<file path="config.mk">
export PLATFORM = sky130hd
export DESIGN_NAME = fifo_wr_arbiter_flat
export DESIGN_NICKNAME = d
export VERILOG_FILES = /design/src/rtl/fifo_wr_arbiter_pkg.sv /design/src/rtl/fifo_wr_arbiter_if.sv /design/src/rtl/fifo_wr_arbiter_rr_pick.sv /design/src/rtl/fifo_wr_arbiter.sv /design/src/flat_wrapper.sv
export SDC_FILE = /design/constraint.sdc
export NUM_CORES = 1
export LEC_CHECK = 0
export ABC_AREA = 1
export CORE_ASPECT_RATIO = 0.6
export CORE_UTILIZATION = 40
export CTS_BUF_LIST = sky130_fd_sc_hd__clkbuf_4 sky130_fd_sc_hd__clkbuf_8 sky130_fd_sc_hd__clkbuf_16
export DETAILED_ROUTE_END_ITERATION = 10
export PLACE_DENSITY = 0.81
export SYNTH_ARGS = -nofsm -noshare
export SYNTH_HDL_FRONTEND = slang
export SYNTH_SLANG_ARGS = --single-unit
export TNS_END_PERCENT = 10
</file>
<file path="constraint.sdc">
create_clock -name clk -period 2.5 [get_ports clk]
set_input_delay 0.375 -clock clk [delete_from_list [all_inputs] [get_ports clk]]
set_output_delay 0.375 -clock clk [all_outputs]
set_load 0.1 [all_outputs]
</file>
<file path="src/rtl/fifo_wr_arbiter_pkg.sv">
// rtl/fifo_wr_arbiter_pkg.sv - shared state type and default constants for fifo_wr_arbiter
package fifo_arb_pkg;

    typedef enum logic {
        IDLE  = 1'b0,
        BURST = 1'b1
    } arb_state_t;

    localparam int DEF_N_REQ      = 4;
    localparam int DEF_DATA_WIDTH = 8;
    localparam int DEF_BURST_LEN  = 4;
    localparam int STATS_W        = 16;

endpackage

</file>
<file path="src/rtl/fifo_wr_arbiter_if.sv">
// rtl/fifo_wr_arbiter_if.sv - producer request bundle plus the shared FIFO write port
interface fifo_wr_arbiter_if #(
    parameter int N_REQ      = 4,
    parameter int DATA_WIDTH = 8
);
    logic [N_REQ-1:0]            req;
    logic [N_REQ*DATA_WIDTH-1:0] wdata;
    logic [N_REQ-1:0]            gnt;
    logic [$clog2(N_REQ)-1:0]    owner;
    logic                        busy;
    logic                        fifo_full;
    logic                        fifo_w_en;
    logic [DATA_WIDTH-1:0]       fifo_data_in;

    modport master (
        input  req, wdata, fifo_full,
        output gnt, owner, busy, fifo_w_en, fifo_data_in
    );

    modport slave (
        output req, wdata, fifo_full,
        input  gnt, owner, busy, fifo_w_en, fifo_data_in
    );
endinterface

</file>
<file path="src/rtl/fifo_wr_arbiter_rr_pick.sv">
// rtl/fifo_wr_arbiter_rr_pick.sv - combinational round-robin pick: first set req at or after ptr
module rr_pick #(
    parameter int N_REQ = 4,
    parameter int IW    = $clog2(N_REQ)
) (
    input  logic [N_REQ-1:0] req_i,
    input  logic [IW-1:0]    ptr_i,
    output logic             found_o,
    output logic [IW-1:0]    idx_o
);
    always_comb begin
        found_o = 1'b0;
        idx_o   = '0;
        // Walk offsets from farthest to nearest so the nearest hit overwrites the rest.
        for (int i = N_REQ - 1; i >= 0; i--) begin
            if (req_i[IW'((int'(ptr_i) + i) % N_REQ)]) begin
                found_o = 1'b1;
                idx_o   = IW'((int'(ptr_i) + i) % N_REQ);
            end
        end
    end
endmodule

</file>
<file path="src/rtl/fifo_wr_arbiter.sv">
// rtl/fifo_wr_arbiter.sv - round-robin burst arbiter for one FIFO write port; FIFO_ARB_STATS_EN adds beat counters
module fifo_wr_arbiter
    import fifo_arb_pkg::*;
#(
    parameter int N_REQ      = DEF_N_REQ,
    parameter int DATA_WIDTH = DEF_DATA_WIDTH,
    parameter int BURST_LEN  = DEF_BURST_LEN
) (
    input  logic                     clk,
    input  logic                     reset,
`ifdef FIFO_ARB_STATS_EN
    input  logic                     stats_clr,
    output logic [N_REQ*STATS_W-1:0] beat_count,
`endif
    fifo_wr_arbiter_if.master        bus
);
    localparam int IW = $clog2(N_REQ);
    localparam int CW = $clog2(BURST_LEN) + 1;

    arb_state_t            state_q, state_d;
    logic [IW-1:0]         owner_q, owner_d;
    logic [IW-1:0]         rr_ptr_q, rr_ptr_d;
    logic [CW-1:0]         beat_cnt_q, beat_cnt_d;
    logic [IW-1:0]         pick_idx;
    logic                  pick_found;
    logic                  w_en;
    logic [N_REQ-1:0]      gnt;
    logic [DATA_WIDTH-1:0] data_mux;

    rr_pick #(
        .N_REQ (N_REQ),
        .IW    (IW)
    ) u_pick (
        .req_i   (bus.req),
        .ptr_i   (rr_ptr_q),
        .found_o (pick_found),
        .idx_o   (pick_idx)
    );

    always_ff @(posedge clk or posedge reset) begin
        if (reset) begin
            state_q    <= IDLE;
            owner_q    <= '0;
            rr_ptr_q   <= '0;
            beat_cnt_q <= '0;
        end else begin
            state_q    <= state_d;
            owner_q    <= owner_d;
            rr_ptr_q   <= rr_ptr_d;
            beat_cnt_q <= beat_cnt_d;
        end
    end

    always_comb begin
        data_mux = '0;
        for (int k = 0; k < N_REQ; k++) begin
            if (owner_q == IW'(k)) begin
                data_mux = bus.wdata[k*DATA_WIDTH +: DATA_WIDTH];
            end
        end
    end

    always_comb begin
        state_d    = state_q;
        owner_d    = owner_q;
        rr_ptr_d   = rr_ptr_q;
        beat_cnt_d = beat_cnt_q;
        w_en       = 1'b0;
        gnt        = '0;
        case (state_q)
            IDLE: begin
                if (pick_found) begin
                    owner_d    = pick_idx;
                    beat_cnt_d = '0;
                    state_d    = BURST;
                end
            end
            BURST: begin
                // A full FIFO only freezes the burst; ownership and the beat count are kept.
                w_en = bus.req[owner_q] & ~bus.fifo_full;
                if (w_en) begin
                    gnt        = N_REQ'(1) << owner_q;
                    beat_cnt_d = beat_cnt_q + 1'b1;
                end
                if (!bus.req[owner_q] || (w_en && beat_cnt_d == CW'(BURST_LEN))) begin
                    rr_ptr_d = (owner_q == IW'(N_REQ - 1)) ? '0 : owner_q + 1'b1;
                    state_d  = IDLE;
                end
            end
            default: state_d = IDLE;
        endcase
    end

    assign bus.gnt          = gnt;
    assign bus.fifo_w_en    = w_en;
    assign bus.owner        = owner_q;
    assign bus.busy         = (state_q == BURST);
    assign bus.fifo_data_in = (state_q == BURST) ? data_mux : '0;

`ifdef FIFO_ARB_STATS_EN
    logic [STATS_W-1:0] stat_cnt_q [N_REQ];
    logic [STATS_W-1:0] stat_cnt_d [N_REQ];

    always_comb begin
        for (int k = 0; k < N_REQ; k++) begin
            stat_cnt_d[k] = stat_cnt_q[k];
            if (stats_clr) begin
                stat_cnt_d[k] = '0;
            end else if (gnt[k] && stat_cnt_q[k] != '1) begin
                stat_cnt_d[k] = stat_cnt_q[k] + 1'b1;
            end
        end
    end

    always_ff @(posedge clk or posedge reset) begin
        if (reset) begin
            for (int k = 0; k < N_REQ; k++) begin
                stat_cnt_q[k] <= '0;
            end
        end else begin
            for (int k = 0; k < N_REQ; k++) begin
                stat_cnt_q[k] <= stat_cnt_d[k];
            end
        end
    end

    for (genvar g = 0; g < N_REQ; g++) begin : g_stats
        assign beat_count[g*STATS_W +: STATS_W] = stat_cnt_q[g];
    end
`endif

endmodule

</file>
<file path="src/flat_wrapper.sv">
// flat-port wrapper written by rule: the top's interface ports become plain ports
module fifo_wr_arbiter_flat import fifo_arb_pkg::*;
#(
    parameter int N_REQ      = DEF_N_REQ,
    parameter int DATA_WIDTH = DEF_DATA_WIDTH,
    parameter int BURST_LEN  = DEF_BURST_LEN
)
  (clk, reset, bus_req, bus_wdata, bus_fifo_full, bus_gnt, bus_owner, bus_busy, bus_fifo_w_en, bus_fifo_data_in);
  fifo_wr_arbiter_if #(.N_REQ(N_REQ), .DATA_WIDTH(DATA_WIDTH)) bus_i ();
  input  logic clk;
  input  logic reset;
  input wire logic [$bits(bus_i.req)-1:0] bus_req;
  input wire logic [$bits(bus_i.wdata)-1:0] bus_wdata;
  input wire logic [$bits(bus_i.fifo_full)-1:0] bus_fifo_full;
  output wire logic [$bits(bus_i.gnt)-1:0] bus_gnt;
  output wire logic [$bits(bus_i.owner)-1:0] bus_owner;
  output wire logic [$bits(bus_i.busy)-1:0] bus_busy;
  output wire logic [$bits(bus_i.fifo_w_en)-1:0] bus_fifo_w_en;
  output wire logic [$bits(bus_i.fifo_data_in)-1:0] bus_fifo_data_in;
  assign bus_i.req = bus_req;
  assign bus_i.wdata = bus_wdata;
  assign bus_i.fifo_full = bus_fifo_full;
  assign bus_gnt = bus_i.gnt;
  assign bus_owner = bus_i.owner;
  assign bus_busy = bus_i.busy;
  assign bus_fifo_w_en = bus_i.fifo_w_en;
  assign bus_fifo_data_in = bus_i.fifo_data_in;
  fifo_wr_arbiter #(.N_REQ(N_REQ), .DATA_WIDTH(DATA_WIDTH), .BURST_LEN(BURST_LEN)) u_core (.clk(clk), .reset(reset), .bus(bus_i));
endmodule
</file>
==> results of run 1 <==
[routing by layer]
metal,routed length [um],global-route usage,part of all wire
met1,1790,0.406,0.40
met2,2090,0.525,0.47
met3,398,0.0769,0.090
met4,166,0.121,0.037
met5,0,0,0
[synth_stat cells (all sizes together)]
| cell | count | share of area |
|---|---|---|
| dfrtp | 8 | 0.19 |
| buf | 5 | 0.028 |
| clkinv | 1 | 0.0035 |
| nand3 | 14 | 0.10 |
| o21bai | 1 | 0.018 |
| clkbuf | 2 | 0.0071 |
| xor2 | 1 | 0.0083 |
| nand2 | 46 | 0.17 |
| inv | 22 | 0.083 |
| ha | 5 | 0.059 |
| nand4 | 1 | 0.0059 |
| a21oi | 17 | 0.080 |
| nor3 | 1 | 0.015 |
| nor2 | 27 | 0.098 |
| o21ai | 14 | 0.073 |
| o31ai | 8 | 0.057 |
[logic make-up after synthesis]
family,after synthesis,share of synthesized area
and+or+nand+nor,89,0.395
adders and majority gates,5,0.0590
buffers and inverters,30,0.121
DFF,8,0.189
AOI/OAI and AO/OA,40,0.228
xor gates and xnor gates,1,0.00826
[final timing paths]
path,start,to,cells after the start
setup / recovery,u_core.bus.owner[1],bus_fifo_data_in[1],8
hold / removal,reset,u_core.beat_cnt_q[2],2
setup reg to reg,u_core.bus.owner[0],u_core.rr_ptr_q[0],10
hold reg to reg,u_core.beat_cnt_q[1],u_core.beat_cnt_q[1],2
max in group asynchronous,reset,u_core.bus.owner[0],2
min in group clk,u_core.beat_cnt_q[1],u_core.beat_cnt_q[1],2
[worst register-to-register path: stages, from the launching register on]
cell,delay [ns]
dfrtp_4,0.53
inv_2,0.12
nand2_1,0.09
nand3_2,0.12
nand3_4,0.15
inv_4,0.11
nand3_4,0.08
inv_1,0.08
nand2_1,0.08
nand3_1,0.08
nand2_1,0.06
[repair_timing]
action                                  4_1_cts  5_1_grt
hold buffers                                  0        0
gates resized for setup                       3        8
endpoints found under the setup margin        5        6
setup buffers                                 0        0
[per-stage QoR]
stage / hold WS, ns / instances / cell area, um2
after floorplan: 0.191 / 173 / 1170
after global placement: 0.489 / 255 / 1860
after detailed placement: 0.535 / 255 / 1860
after CTS: 0.400 / 259 / 1910
after global routing: 0.443 / 259 / 1930
final: 0.391 / 259 / 1930
[final cells by class]
cell class	instances	area, um2	area share
tap	32	40.0	0.0207
timing repair buffer	57	686	0.355
inverter	23	92.6	0.0479
clock buffer	4	48.8	0.0252
sequential	8	209	0.108
multi-input combinational	135	857	0.443
[state kept, by name, summed over array words and instances (netlist names)]
| register | cells |
|---|---|
| u_core.beat_cnt_q | 3 |
| u_core.bus.owner | 2 |
| u_core.rr_ptr_q | 2 |
| u_core.bus.busy | 1 |
==> impl_metrics.ini, run 1 <==
[route]
drc_errors = 0
dr.pass1.iters = 4
viasPerCell = 5.59
num_vias = 1449
wl_per_cell_um = 17.2
drt_iter0_drc = 117
antenna_left = 0
detail_route.wirelength_um = 4450

[synth]
yosysUniqueCellTypes = 26
syn_area_um2 = 1060
yosysSeqAreaShare = 0.189
syn_area_per_cell_um2 = 6.13
yosys_warnings = 0
netlist_instances = 173
syn_nets = 217
synth_seq_cells = 8

[global_routing]
antenna_found_initial = 0
grt_pass1_wl_um = 6620
grt.overflow.total = 0
grt_max_degree = 18
grt_pass1_vias = 1404
grt_use_total = 0.323

[floorplanning]
coreArea_um2 = 2500
dieArea_um2 = 2870
pin_count = 55
chipWidth_um = 68.5
start_util = 0.424
rows = 14
die_y_um = 41.9

[clock_network]
clk_latency_ns = 0.23
path_clk_slew_ns = 0.05
clock-sinks = 8
cts_tree = built
cts_made_buffers = 3
clock_path_buffers = 2
cts_root_buf = clkbuf_8
htreeDepth = 1

[sta]
period_needed_ns = 2.43
worst_slew_pin_slew_ns = 0.340
slew_headroom = 0.771
drv_slew = 0
fmax_mhz = 411
setup_viol = 0
finalHoldViolCount = 0
setup_ws_ns = 0.0674
fin_skew_ns = 0.00639
tns_ns = 0
finalCritPeriodShare = 0.973

[layout]
fin_util = 0.772
drive_gt1_frac = 0.278
nNetsFinal = 272
fillers = 174
final_common_cell = nand2_1
diodes = 0
syn_to_final_growth_pct = 82.2
final_cell_mix = nand2_1 (42), clkdlybuf4s50_1 (38), a21oi_1 (17)

[worst_setup_path]
cp-start-kind = register
path_max_fanout = 6
worstPathRequired_ns = 2.12
cp-end-kind = output pin
crit_buf_inv = 3
cp.arrival_ns = 2.06
worstSetupPathType = reg2out
cpMaxStageDelayCell = dfrtp_4
critPathMaxStageDelay_ns = 0.50
reg2reg_slack_ns = 0.88
cp_top_family = buffers and inverters
cp_cell_sequence = inv_1 -> ha_4 -> buf_4 -> a21oi_1 -> o31ai_1 -> o21ai_1 -> nor2_4 -> buf_12

[hold_path]
min_path_type = in2async

[place]
routabilityCongestion = 0.814
port_buffers = 54
dp_slack_ns = 0.191
place_hpwl_um = 3550

[run_status]
status = finished clean

[job]
maxCapViolCount = 0
Power of run 1 is not shown: default switching activity piles up to over one toggle a cycle in this logic, so the estimate is an artifact.
==> run 2: changes to the inputs <==
--- a/config.mk
+++ b/config.mk
@@ -11,6 +11,7 @@
 export CTS_BUF_LIST = sky130_fd_sc_hd__clkbuf_4 sky130_fd_sc_hd__clkbuf_8 sky130_fd_sc_hd__clkbuf_16
 export DETAILED_ROUTE_END_ITERATION = 10
 export PLACE_DENSITY = 0.81
+export SETUP_SLACK_MARGIN = 0.3
 export SYNTH_ARGS = -nofsm -noshare
 export SYNTH_HDL_FRONTEND = slang
 export SYNTH_SLANG_ARGS = --single-unit
==> run 2 against run 1 <==
Net effect:
- largest cell class unchanged
- maximum frequency is 1.8% higher
- design area is 13% higher
- setup slack better by 0.044 ns
- critical path type unchanged
- non-clock buffer count is 15 higher
- final cell count is 5.8% higher
- flip-flop and latch count stayed put
- hold slack better by 0.0016 ns
==> impl_metrics.ini, run 2 (synthesis gave the netlist of run 1 again) <==
[run_status]
status = finished clean

[place]
place_hpwl_um = 3550
port_buffers = 54
routabilityCongestion = 0.814
dp_slack_ns = 0.191
placed_cell_area_um2 = 1860
dp_cells = 255

[clock_network]
path_clk_slew_ns = 0.05
cts_root_buf = clkbuf_8
hold_buffers = 0
clock_path_buffers = 2
cts_tree = built
clk_latency_ns = 0.23
cts_made_buffers = 3
htreeDepth = 1
clock-sinks = 8

[global_routing]
grt_max_degree = 18
grt_pass1_wl_um = 7450
grt.overflow.total = 0
antenna_found_initial = 0
grt_pass1_vias = 1573
grt_use_total = 0.364

[sta]
fmax_mhz = 419
finalCritPeriodShare = 0.956
setup_ws_ns = 0.111
worst_slew_pin_slew_ns = 0.367
fin_skew_ns = 0.00501
rsz0062_at_grt = true
setup_viol = 0
drv_slew = 0
period_needed_ns = 2.39
slew_headroom = 0.755
finalHoldViolCount = 0

[route]
detail_route.wirelength_um = 5900
dr.pass1.iters = 8
drt_iter0_drc = 195
antenna_left = 0
viasPerCell = 6.09
drc_errors = 0
num_vias = 1669
wl_per_cell_um = 21.5

[floorplanning]
coreArea_um2 = 2500
rows = 14
chipWidth_um = 68.5
die_y_um = 41.9
start_util = 0.424
pin_count = 55
dieArea_um2 = 2870

[layout]
layoutNonFillerInstCount = 274
regMostFlops = u_core.beat_cnt_q
largest_register_ff_count = 3
fillers = 120
final_common_cell = nand2_1
fin_util = 0.871
drive_gt1_frac = 0.388
final_area_um2 = 2180
final_cell_mix = nand2_1 (42), clkdlybuf4s50_1 (38), buf_4 (17)
syn_to_final_growth_pct = 106
nNetsFinal = 287
diodes = 0

[job]
maxCapViolCount = 0

[worst_setup_path]
crit_start = u_core.bus.owner[1]
path_max_fanout = 9
cp-end-kind = output pin
cp-start-kind = register
worstSetupPathType = reg2out
rr_startpoint = u_core.rr_ptr_q[0]
cp.arrival_ns = 2.01
worstPathRequired_ns = 2.12

[hold_path]
min_path_type = in2async
==> run 2: what timing repair did <==
action                     in CTS  in global routing
hold endpoints to repair        0                  0
pin swaps                       6                  6
setup endpoints to repair      10                 12
buffers inserted                9                  6
gates resized for setup        27                 17
==> run 2: worst paths after layout <==
kind,end,slack [ns],depth (start not counted)
max,bus_fifo_data_in[5],0.11,7
max reg2reg,u_core.bus.owner[1],0.67,9
max in group asynchronous,u_core.bus.owner[0],1.83,2
min in group clk,u_core.beat_cnt_q[1],0.54,2
min,u_core.beat_cnt_q[2],0.39,2
min reg2reg,u_core.beat_cnt_q[1],0.54,2
==> run 2: layer usage <==
| layer | up-vias | routed length, um | track usage |
|---|---|---|---|
| li1 | 700 | - | - |
| met1 | 759 | 2190 | 0.418 |
| met2 | 157 | 2610 | 0.575 |
| met3 | 53 | 633 | 0.132 |
| met4 | 0 | 475 | 0.204 |
| met5 | - | 0 | 0 |
==> run 2: metrics by stage <==
| step | hold slack (ns) | setup TNS [ns] |
|---|---|---|
| floorplan | 0.191 | -0.404 |
| global placement | 0.489 | 0 |
| detailed placement | 0.535 | 0 |
| CTS | 0.400 | 0 |
| global route | 0.429 | 0 |
| finish | 0.393 | 0 |
==> run 2: critical path: stages, from the launching register on <==
cell     delay [ns]
dfrtp_4        0.50
buf_4          0.17
ha_4           0.20
buf_8          0.16
o31ai_2        0.27
o21ai_1        0.16
nor2_4         0.13
buf_12         0.18
==> run 2: area by class of cell <==
| type | count | area, um2 | share of cell area |
|---|---|---|---|
| multi-input combinational | 135 | 953 | 0.437 |
| sequential | 8 | 209 | 0.0958 |
| inverter | 23 | 104 | 0.0476 |
| tap | 32 | 40.0 | 0.0184 |
| timing repair buffer | 72 | 826 | 0.379 |
| clock buffer | 4 | 48.8 | 0.0224 |
Power of run 2 is left out for the same reason.
==> run 3: changes to the inputs <==
--- a/config.mk
+++ b/config.mk
@@ -10,6 +10,7 @@
 export CORE_UTILIZATION = 40
 export CTS_BUF_LIST = sky130_fd_sc_hd__clkbuf_4 sky130_fd_sc_hd__clkbuf_8 sky130_fd_sc_hd__clkbuf_16
 export DETAILED_ROUTE_END_ITERATION = 10
+export MAX_ROUTING_LAYER = met4
 export PLACE_DENSITY = 0.81
 export SETUP_SLACK_MARGIN = 0.3
 export SYNTH_ARGS = -nofsm -noshare
==> run 3 against run 2 <==
Net effect:
- via count up 4.2%
- setup slack better by 0.0033 ns
- critical path type unchanged
- design area up 0.69%
- critical endpoint is now bus_fifo_data_in[4]
- non-clock buffer count down 1
- highest routed layer unchanged
- die area unchanged
- critical path depth unchanged
- first-iteration DRC count up 41%
- sequential share of layout area down 0.066 points
==> impl_metrics.ini, run 3 (synthesis gave the netlist of run 1 again) <==
[sta]
fin_skew_ns = 0.00566
fmax_mhz = 419
hold_slack_ns = 0.390
finalHoldViolCount = 0
drv_slew = 0
period_needed_ns = 2.39
setup_viol = 0
rsz0062_at_grt = true
finalCritPeriodShare = 0.954
worst_slew_pin_slew_ns = 0.357
slew_headroom = 0.762

[floorplanning]
start_util = 0.424
chipWidth_um = 68.5
die_y_um = 41.9
pin_count = 55
rows = 14
dieArea_um2 = 2870
coreArea_um2 = 2500

[layout]
regMostFlops = u_core.beat_cnt_q
final_common_cell = nand2_1
largest_register_ff_count = 3
syn_to_final_growth_pct = 107
fillers = 107
final_cell_mix = nand2_1 (42), clkdlybuf4s50_1 (38), a21oi_1 (15), buf_12 (15), buf_4 (15)
nNetsFinal = 286
diodes = 0
drive_gt1_frac = 0.390

[route]
viasPerCell = 6.37
drc_errors = 0
num_vias = 1739
dr.pass1.iters = 6
wl_met3_um = 818
drt_iter0_drc = 275
wl_met1_um = 2260
detail_route.wirelength_um = 6330
wl_met2_um = 2690
wl_per_cell_um = 23.2
antenna_left = 0
routed.top_layer = met4

[clock_network]
cts_made_buffers = 3
clock-sinks = 8
hold_buffers = 0
path_clk_slew_ns = 0.05
cts_root_buf = clkbuf_8
clk_latency_ns = 0.24
htreeDepth = 1
cts_tree = built
clock_path_buffers = 2

[worst_setup_path]
rr_worst_depth = 9
cp.arrival_ns = 2.01
path_max_fanout = 9
cp_top_family = buffers and inverters
critPathMaxStageDelay_ns = 0.49
worstPathRequired_ns = 2.12
cp_cell_sequence = buf_4 -> ha_4 -> buf_8 -> o31ai_2 -> o21ai_1 -> nor2_4 -> buf_12
cpMaxStageDelayCell = dfrtp_4
worstSetupPathType = reg2out
cp-end-kind = output pin
rr_startpoint = u_core.rr_ptr_q[0]
reg2reg_slack_ns = 0.71
crit_buf_inv = 3
cp-start-kind = register
r2r_end = u_core.bus.owner[1]

[place]
port_buffers = 54
place_hpwl_um = 3550
routabilityCongestion = 0.826

[global_routing]
grt_pass1_vias = 1574
grt_use_total = 0.373
grt_max_degree = 18
grt_pass1_wl_um = 7410
grt.overflow.total = 0
antenna_found_initial = 0

[job]
maxCapViolCount = 0

[run_status]
status = finished clean

[hold_path]
min_path_type = in2async
run 3: worst max path at each step:
stage	startpoint	to	slack, ns	cells after the start
floorplan	u_core.bus.owner[0]	bus_gnt[1]	-0.10	7
global placement	bus_req[3]	bus_gnt[1]	0.33	8
detailed placement	u_core.bus.owner[1]	bus_fifo_data_in[6]	0.19	8
CTS	u_core.bus.owner[1]	bus_fifo_data_in[6]	0.26	6
global route	u_core.bus.owner[0]	bus_fifo_data_in[5]	-0.005	8
finish	u_core.bus.owner[1]	bus_fifo_data_in[4]	0.11	7
run 3: area by class of cell:
cell class | count | area (um2) | share of cell area
clock buffer | 4 | 48.8 | 0.0222
inverter | 23 | 101 | 0.0462
multi-input combinational | 135 | 966 | 0.440
sequential | 8 | 209 | 0.0952
tap | 32 | 40.0 | 0.0182
timing repair buffer | 71 | 831 | 0.378
run 3: metrics by stage:
stage          worst slack, ns  cells  setup TNS, ns   util  cell area [um2]
2_1_floorplan           -0.102    173         -0.404      -             1170
3_3_place_gp             0.328    255              0  0.741             1860
3_5_place_dp             0.191    255              0  0.741             1860
4_1_cts                  0.261    268              0  0.822             2060
5_1_grt               -0.00463    273       -0.00463  0.877             2200
6_report                 0.114    273              0  0.877             2200
run 3: metal layers:
| metal | track usage | vias up |
|---|---|---|
| li1 | - | 701 |
| met1 | 0.417 | 794 |
| met2 | 0.573 | 174 |
| met3 | 0.132 | 70 |
| met4 | 0.204 | 0 |
| met5 | - | - |
run 3: repair_timing:
item,4_1_cts,5_1_grt
buffers inserted,9,5
resized for setup,27,18
setup endpoints to repair,10,12
pin swaps,6,5
Power of run 3 is left out for the same reason.
